## config.mk

```make
export PLATFORM = sky130hd
export DESIGN_NAME = alu_nibble_seq
export DESIGN_NICKNAME = d
export VERILOG_FILES = /design/src/rtl/alu_nibble_seq_pkg.sv /design/src/rtl/alu_nibble_seq_alu4.sv /design/src/rtl/alu_nibble_seq.sv
export SDC_FILE = /design/constraint.sdc
export NUM_CORES = 1
export LEC_CHECK = 0
export CAP_MARGIN = 20
export CORE_MARGIN = 8
export CORE_UTILIZATION = 55
export DETAILED_ROUTE_END_ITERATION = 6
export PLACE_DENSITY = 0.85
export SLEW_MARGIN = 40
export SYNTH_ARGS = -nofsm -noshare
export SYNTH_HDL_FRONTEND = slang
export SYNTH_SLANG_ARGS = --single-unit
```

## constraint.sdc

```tcl
create_clock -name clk -period 7.27 [get_ports clk]
set_clock_uncertainty 0.2 [all_clocks]
set_input_delay 0.727 -clock clk [delete_from_list [all_inputs] [get_ports clk]]
set_output_delay 0.727 -clock clk [all_outputs]
set_load 0.005 [all_outputs]
```

## src/rtl/alu_nibble_seq_pkg.sv

```systemverilog
// Shared types and constants for the nibble-serial ALU sequencer.
// Holds the FSM state enum, the pass count and the control-word bit positions.
package alu_seq_pkg;

    localparam int NIBBLES = 4;

    localparam int C_EX = 5;
    localparam int C_NX = 4;
    localparam int C_EY = 3;
    localparam int C_NY = 2;
    localparam int C_F  = 1;
    localparam int C_NO = 0;

    typedef enum logic {
        IDLE,
        RUN
    } state_t;

endpackage

```

## src/rtl/alu_nibble_seq_alu4.sv

```systemverilog
// Combinational 4-bit ALU slice (ex/nx/ey/ny gating, add or and, optional invert); zero latency, no flow control.
// The adder carry is produced even in AND mode so the chain stays uniform; the sequencer masks it.
module alu_nibble_seq_alu4
    import alu_seq_pkg::*;
(
    input  logic [3:0] x,
    input  logic [3:0] y,
    input  logic [5:0] c,
    input  logic       carry_in,
    output logic [3:0] out,
    output logic       carry_out,
    output logic       nz_flag
);

    logic [3:0] ax;
    logic [3:0] ay;
    logic [3:0] f_res;
    logic [4:0] sum;

    always_comb begin
        ax = c[C_EX] ? x : 4'h0;
        if (c[C_NX]) ax = ~ax;
        ay = c[C_EY] ? y : 4'h0;
        if (c[C_NY]) ay = ~ay;
        sum       = {1'b0, ax} + {1'b0, ay} + {4'h0, carry_in};
        f_res     = c[C_F] ? sum[3:0] : (ax & ay);
        out       = c[C_NO] ? ~f_res : f_res;
        carry_out = sum[4];
        nz_flag   = |out;
    end

endmodule

```

## src/rtl/alu_nibble_seq.sv

```systemverilog
// 16-bit ALU run through one 4-bit slice over 4 clocks (done 4 clocks after accept); start ignored while busy.
// Optional V (overflow) output when ALU_SEQ_OVERFLOW_EN is defined.
module alu_nibble_seq
    import alu_seq_pkg::*;
(
    input  logic        clk,
    input  logic        reset,
    input  logic        start,
    input  logic [15:0] X,
    input  logic [15:0] Y,
    input  logic [5:0]  C,
    input  logic        carry_in,
    output logic        busy,
    output logic        done,
    output logic [15:0] result,
    output logic        carry_out,
    output logic        Z,
`ifdef ALU_SEQ_OVERFLOW_EN
    output logic        V,
`endif
    output logic        N
);

    state_t      state;
    state_t      state_nxt;
    logic [15:0] x_q;
    logic [15:0] y_q;
    logic [5:0]  c_q;
    logic        cy_q;
    logic        nz_acc;
    logic [1:0]  idx;
    logic [3:0]  slice_out;
    logic        slice_co;
    logic        slice_nz;
    logic        accept;
    logic        last;

    alu_nibble_seq_alu4 u_alu4 (
        .x         (x_q[{idx, 2'b00} +: 4]),
        .y         (y_q[{idx, 2'b00} +: 4]),
        .c         (c_q),
        .carry_in  (cy_q),
        .out       (slice_out),
        .carry_out (slice_co),
        .nz_flag   (slice_nz)
    );

    assign busy   = (state == RUN);
    assign accept = (state == IDLE) && start;
    assign last   = (state == RUN) && (idx == 2'(NIBBLES - 1));

    always_ff @(posedge clk) begin
        if (reset) state <= IDLE;
        else       state <= state_nxt;
    end

    always_comb begin
        state_nxt = state;
        case (state)
            IDLE:    if (start) state_nxt = RUN;
            RUN:     if (last)  state_nxt = IDLE;
            default: state_nxt = IDLE;
        endcase
    end

`ifdef ALU_SEQ_OVERFLOW_EN
    logic ax15;
    logic ay15;
    logic s15;

    // Sign bits after input gating, and the sum sign before the output invert.
    assign ax15 = (x_q[15] & c_q[C_EX]) ^ c_q[C_NX];
    assign ay15 = (y_q[15] & c_q[C_EY]) ^ c_q[C_NY];
    assign s15  = slice_out[3] ^ c_q[C_NO];

    always_ff @(posedge clk) begin
        if (reset)     V <= 1'b0;
        else if (last) V <= c_q[C_F] & (ax15 == ay15) & (s15 != ax15);
    end
`endif

    always_ff @(posedge clk) begin
        if (reset) begin
            x_q       <= '0;
            y_q       <= '0;
            c_q       <= '0;
            cy_q      <= 1'b0;
            nz_acc    <= 1'b0;
            idx       <= '0;
            done      <= 1'b0;
            result    <= '0;
            carry_out <= 1'b0;
            Z         <= 1'b1;
            N         <= 1'b0;
        end else begin
            done <= last;
            if (accept) begin
                x_q    <= X;
                y_q    <= Y;
                c_q    <= C;
                cy_q   <= carry_in;
                nz_acc <= 1'b0;
                idx    <= '0;
            end
            if (state == RUN) begin
                result[{idx, 2'b00} +: 4] <= slice_out;
                cy_q   <= slice_co;
                nz_acc <= nz_acc | slice_nz;
                idx    <= idx + 2'd1;
            end
            // Flags are published only once the final nibble lands.
            if (last) begin
                Z         <= ~(nz_acc | slice_nz);
                N         <= slice_out[3];
                carry_out <= slice_co & c_q[C_F];
            end
        end
    end

endmodule

```

== Yosys cells after proc, flatten, opt, wreduce, memory -nomap -nowiden ==
Index checks and enable logic that the tools add are counted.
Word-level totals
  bits in read-only memories: 0
  memories kept: 0
  memory bits (writable): 0
  input bits: 42
  flip-flop bits (word level): 63
  latch bits: 0
  logic and storage cells: 49
  output and inout port bits: 21
Cells by class
  reductions and logical operators: 4
  divide/modulo/power cells: 0
  bitwise gates (word level): 8
  eq/ne operators: 1
  mux-type cells: 16
  add/sub/neg operators: 4
  shift-type cells: 4
  $mul: 0
  magnitude comparators: 0
Operator list (number)
  variable part select 16 x 5 -> 4 bit: 2
  two-way mux 4 bit: 6
  bitwise mux 16 bit: 1
  variable shift 4 x 6 -> 16 bit (first input constant): 1
  variable part select 4 x 6 -> 16 bit: 1
  NOT 4 bit: 3
  two-way mux 1 bit: 6
  negation 4 -> 6 bit: 1
  adder 4 x 4 -> 5 bit: 1
  adder 5 x 1 -> 5 bit: 1
  bitwise AND 4 bit: 1
  two-way mux 2 bit: 2
  OR reduction 4 bit: 1
  adder 2 x 1 -> 2 bit (second input constant): 1
  == test 2 bit (second input constant): 1
  logical AND 1 bit: 2
  NOT 1 bit: 2
  one-hot mux 1 bit (2 select lines): 1
  nonzero test 2 bit: 1
  bitwise AND 1 bit: 1
  OR 1 bit: 1

== Logic depth before layout (Yosys ltp) ==
  depth after elaboration: 12
  gate-level depth with buffers: 12
  mapped depth without buffers: 11

== By module ==
A second synthesis with hierarchy kept.
Unflattened totals
  cells, all modules: 342
  area total of the unflattened synthesis: 2941.6 µm²
Modules (own cells, without submodules)
  alu_nibble_seq: cells each 282, times used 1, seq. area each 1261.2 µm², area each 2512.4 µm²
  alu_nibble_seq_alu4: cells each 60, times used 1, seq. area each 0.0 µm², area each 429.2 µm²

== Least setup slack after synthesis ==
OpenSTA, ideal clock, no wires.
  path type: reg-to-reg
  start: register idx[0]
  end: register nz_acc
  data required time: 6953 ps
  clock period less this slack: 3282 ps
  setup slack: 3988 ps
  path buffers: 0
  setup time: 117 ps
  stages on the path, launching flop included: 12
  arrival: 2965 ps
  cells stage by stage: dfxtp_1 > mux4_1 > nand2_1 > xnor2_1 > inv_1 > fa_1 > fa_1 > xnor2_1 > mux2i_1 > and4_1 > mux2i_1 > a32o_2
On the way
  longest elaborated chain between the ends: 12
  elaborated cells between the ends (all ways): 17
  those cells by class: add/sub: 2; shift: 2; mux: 7; bitwise: 5; reduce/logical: 1
RTL lines
  from (decl): RTL line alu_nibble_seq.sv:31  | logic [1:0] idx;
  from (signal assigned): RTL line alu_nibble_seq.sv:109  | idx <= idx + 2'd1;
  variable part select 16 x 5 -> 4 bit, on equally long branches: RTL line alu_nibble_seq.sv:39, alu_nibble_seq.sv:40
  two-way mux 4 bit, on equally long branches: RTL line alu_nibble_seq_alu4.sv:21, alu_nibble_seq_alu4.sv:23
  NOT 4 bit, on equally long branches: RTL line alu_nibble_seq_alu4.sv:22, alu_nibble_seq_alu4.sv:24
  two-way mux 4 bit, on equally long branches: RTL line alu_nibble_seq_alu4.sv:22, alu_nibble_seq_alu4.sv:24
  adder 4 x 4 -> 5 bit: RTL line alu_nibble_seq_alu4.sv:25  | sum = {1'b0, ax} + {1'b0, ay} + {4'h0, carry_in};
  adder 5 x 1 -> 5 bit: RTL line alu_nibble_seq_alu4.sv:25
  two-way mux 4 bit (*): RTL line alu_nibble_seq_alu4.sv:26  | f_res = c[C_F] ? sum[3:0] : (ax & ay);
  NOT 4 bit: RTL line alu_nibble_seq_alu4.sv:27  | out = c[C_NO] ? ~f_res : f_res;
  two-way mux 4 bit (*): RTL line alu_nibble_seq_alu4.sv:27
  OR reduction 4 bit (*): RTL line alu_nibble_seq_alu4.sv:29  | nz_flag = |out;
  OR 1 bit (*): RTL line alu_nibble_seq.sv:108  | nz_acc <= nz_acc | slice_nz;
  two-way mux 1 bit (*): RTL line alu_nibble_seq.sv:105  | if (state == RUN) begin
  to (signal assigned): RTL line alu_nibble_seq.sv:108
  to (decl): RTL line alu_nibble_seq.sv:30  | logic nz_acc;
Every way passes the cells marked *; elsewhere a longest branch is shown, timed or not.
A chain may end at the register's enable or synchronous reset.

== Worst setup path after layout ==
Ends and elaborated chain as after synthesis.

==> impl_metrics.tcl <==
set metrics [dict create \
    max_slew.worst_pin.slew_ns 0.6141 \
    clkTransAtPathRegs_ns 0.07 \
    via_count 2521 \
    crit_chain "mux4_1 -> nand2_1 -> xnor2_1 -> inv_1 -> fa_1 -> fa_1 -> xnor2_1 -> mux2i_1 -> and4_1 -> mux2i_1 -> a32o_2" \
    synth_fp_nets 391 \
    hold_viol_final 0 \
    crit_end "nz_acc" \
    yosysTopAreaCell "dfxtp_1" \
    wl_um 7272 \
    antenna_found_initial 0 \
    final_min_period_over_clock_period 0.5245 \
    fmax_ghz 0.2623 \
    rr_startpoint "idx[0]" \
    timing.rr.end "nz_acc" \
    cts_setup_buffers 0 \
    synth_top_area_share 0.4214 \
    diodes 0 \
    cts_tree "built" \
    pin_count 63 \
    grt_max_degree 62 \
    gp_routability_congestion 0.8100 \
    p_seq_frac 0.438 \
    clockBufferDepth 2 \
    hold_class "register to register" \
    startpoint_type "register" \
    viasPerCell 5.398 \
    status "finished clean" \
    mostFrequentLayoutCell "nand2_1" \
    slowest_delay_ns 0.64 \
    initial_core_util 0.5572 \
    sw_frac_of_total 0.2515 \
    clk-insertion-delay-late_ns 0.34 \
    overflow 0 \
    die-area_um2 8058 \
    p_clk_frac 0.434 \
    die_w_um 89.77 \
    ys_types 45 \
    synth-edff-count 0 \
    regToRegSetupSlack_ns 3.46 \
    htree_levels 3 \
    area_growth_pct 28.26 \
    p_sw_w 0.0002166 \
    drive_gt1_frac 0.1139 \
    p_comb_frac 0.128 \
    cts_resized 0 \
    cts_made_buffers 9 \
    rsz0062_at_grt "false" \
    ys_warn_count 0 \
    rows 27 \
    grt_usage 0.1795 \
    final.setup.tns_ns 0 \
    crit_slowest_cell "dfxtp_2" \
    ant_nets 0 \
    synth-seq-cells 63 \
    grt_pass1_wl_um 11940 \
    cp.arrival_ns 3.85 \
    end_kind "register" \
    drt_iter0_markers 142 \
    path_max_fanout 14 \
    worstPathRequired_ns 7.31 \
    worstRegToRegCells 11 \
    syn_avg_cell_area_um2 8.855 \
    powerDensity_nw_per_um2 224.3 \
    nets 443 \
    synth_cells 338 \
    dpl.cell_count 451 \
    async_flop_share 0 \
    post-route-drc-count 0 \
    dr.pass1.iters 4 \
    final-instance-count-excl-fill 467 \
    final-setup-viol-count 0 \
    fin_crit_ns 3.813 \
    ys_seq_area_frac 0.4214 \
    syn_area_um2 2993 \
    intPower_w 0.0006445 \
    crit_type "register to register" \
    hpwl_um 5070 \
    p_leak_nw 1.396 \
    cp-startpoint "idx[0]" \
    cts.sinks 63 \
    drv_slew 0 \
    slew_headroom 0.5906 \
    io_buffer_count 62 \
    wl_per_cell_um 15.57 \
    die_h_um 89.77 \
    grt_pass1_vias 2531 \
    nFillCells 397 \
    core-area_um2 5371 \
    cts-root-buf "clkbuf_8" \
    layout_common_cells "nand2_1, dfxtp_1, clkdlybuf4s50_1, a21oi_1, nor2_1" \
    ir_drop_v 0.0001283 \
    maxCapViolations 0 \
    synth_ff_type "dfxtp_1" \
    synth_area_leaders "dfxtp_1, nand2_1, a21oi_1" \
    postCtsHoldBufs 0 \
]
[power by group through the flow]
stage | Clock (W) | Sequential [W] | Combinational, W
5_1_grt | 0.000392 | 0.000379 | 0.000122
3_3_place_gp | 0 | 0.000383 | 0.000104
3_5_place_dp | 0 | 0.000385 | 0.000108
4_1_cts | 0.000374 | 0.000377 | 0.000110
2_1_floorplan | 0 | 0.000375 | 0.0000783
6_report | 0.000373 | 0.000377 | 0.000111
[final cells by class]
type | instances | area [um2] | share of cell area
clock inverters | 7 | 121.4 | 0.03162
well taps | 72 | 90.09 | 0.02347
clock buffers | 9 | 123.9 | 0.03227
multi-input cells | 240 | 1560 | 0.4065
flip-flops and latches | 63 | 1262 | 0.3289
repair buffers | 64 | 633.1 | 0.1649
inverters | 12 | 47.55 | 0.01239
[worst max-delay path, delay by kind of cell (launching register included)]
family          cells  cell delay, ns
flops               1            0.64
buf+inv             1            0.10
simple gates        2            0.34
compound gates      1            0.28
xor+xnor            2            0.28
mux                 3            1.00
fa+ha+maj           2            0.87
[flip-flops by register name, summed over array words and instances (netlist names), 2 cells and up]
name,cells
result,16
x_q,16
y_q,16
c_q,6
idx,2
[synth_stat cells (4+ instances only)]
library cell,n
mux4_2,6
clkbuf_1,11
a22oi_1,13
nor2_1,20
xnor2_1,11
ha_1,9
nand3_1,6
nand2_1,92
a21oi_1,42
dfxtp_1,63
buf_2,6
nor2b_1,4
inv_1,8
[stage by stage]
step                      cell area (um2)    util  worst slack, ns   power, W  hold WS (ns)
after global routing                 3839  0.7147            3.316  0.0008921        0.2715
after global placement               3590  0.6683            3.358  0.0004872        0.2403
after detailed placement             3592  0.6688            3.239  0.0004931        0.2438
after floorplan                      2993       -            3.988  0.0004530        0.2315
after CTS                            3837  0.7144            3.205  0.0008606        0.2536
final                                3839  0.7147            3.457  0.0008611        0.2544
[how the worst min path moves through the flow]
stage | start | endpoint | slack, ns | depth (start not counted)
floorplan | x_q[4] | x_q[4] | 0.23 | 2
global placement | x_q[7] | x_q[7] | 0.24 | 2
detailed placement | x_q[4] | x_q[4] | 0.24 | 2
CTS | x_q[4] | x_q[4] | 0.25 | 2
global route | x_q[14] | x_q[14] | 0.27 | 2
finish | result[3] | result[3] | 0.25 | 2
[logic make-up (layout without fill, tap and decap cells)]
family                     after synthesis  in the layout  share of synthesized area
and+or+nand+nor                        137            137                     0.2124
xor gates and xnor gates                13             13                    0.04055
buffers and inverters                   35             92                    0.05811
muxes                                   13             13                    0.08194
adders and majority gates               11             11                    0.05100
DFF                                     63             63                     0.4214
AOI/OAI and AO/OA                       66             66                     0.1346
[per-layer routing]
layer	wire length [um]	up-vias	global-route usage
li1	-	1243	-
met1	3111	1214	0.1976
met2	3683	51	0.3178
met3	328	13	0.04821
met4	150	0	0.07334
met5	0	-	0
No activity file was read; power rests on OpenSTA's default activity.
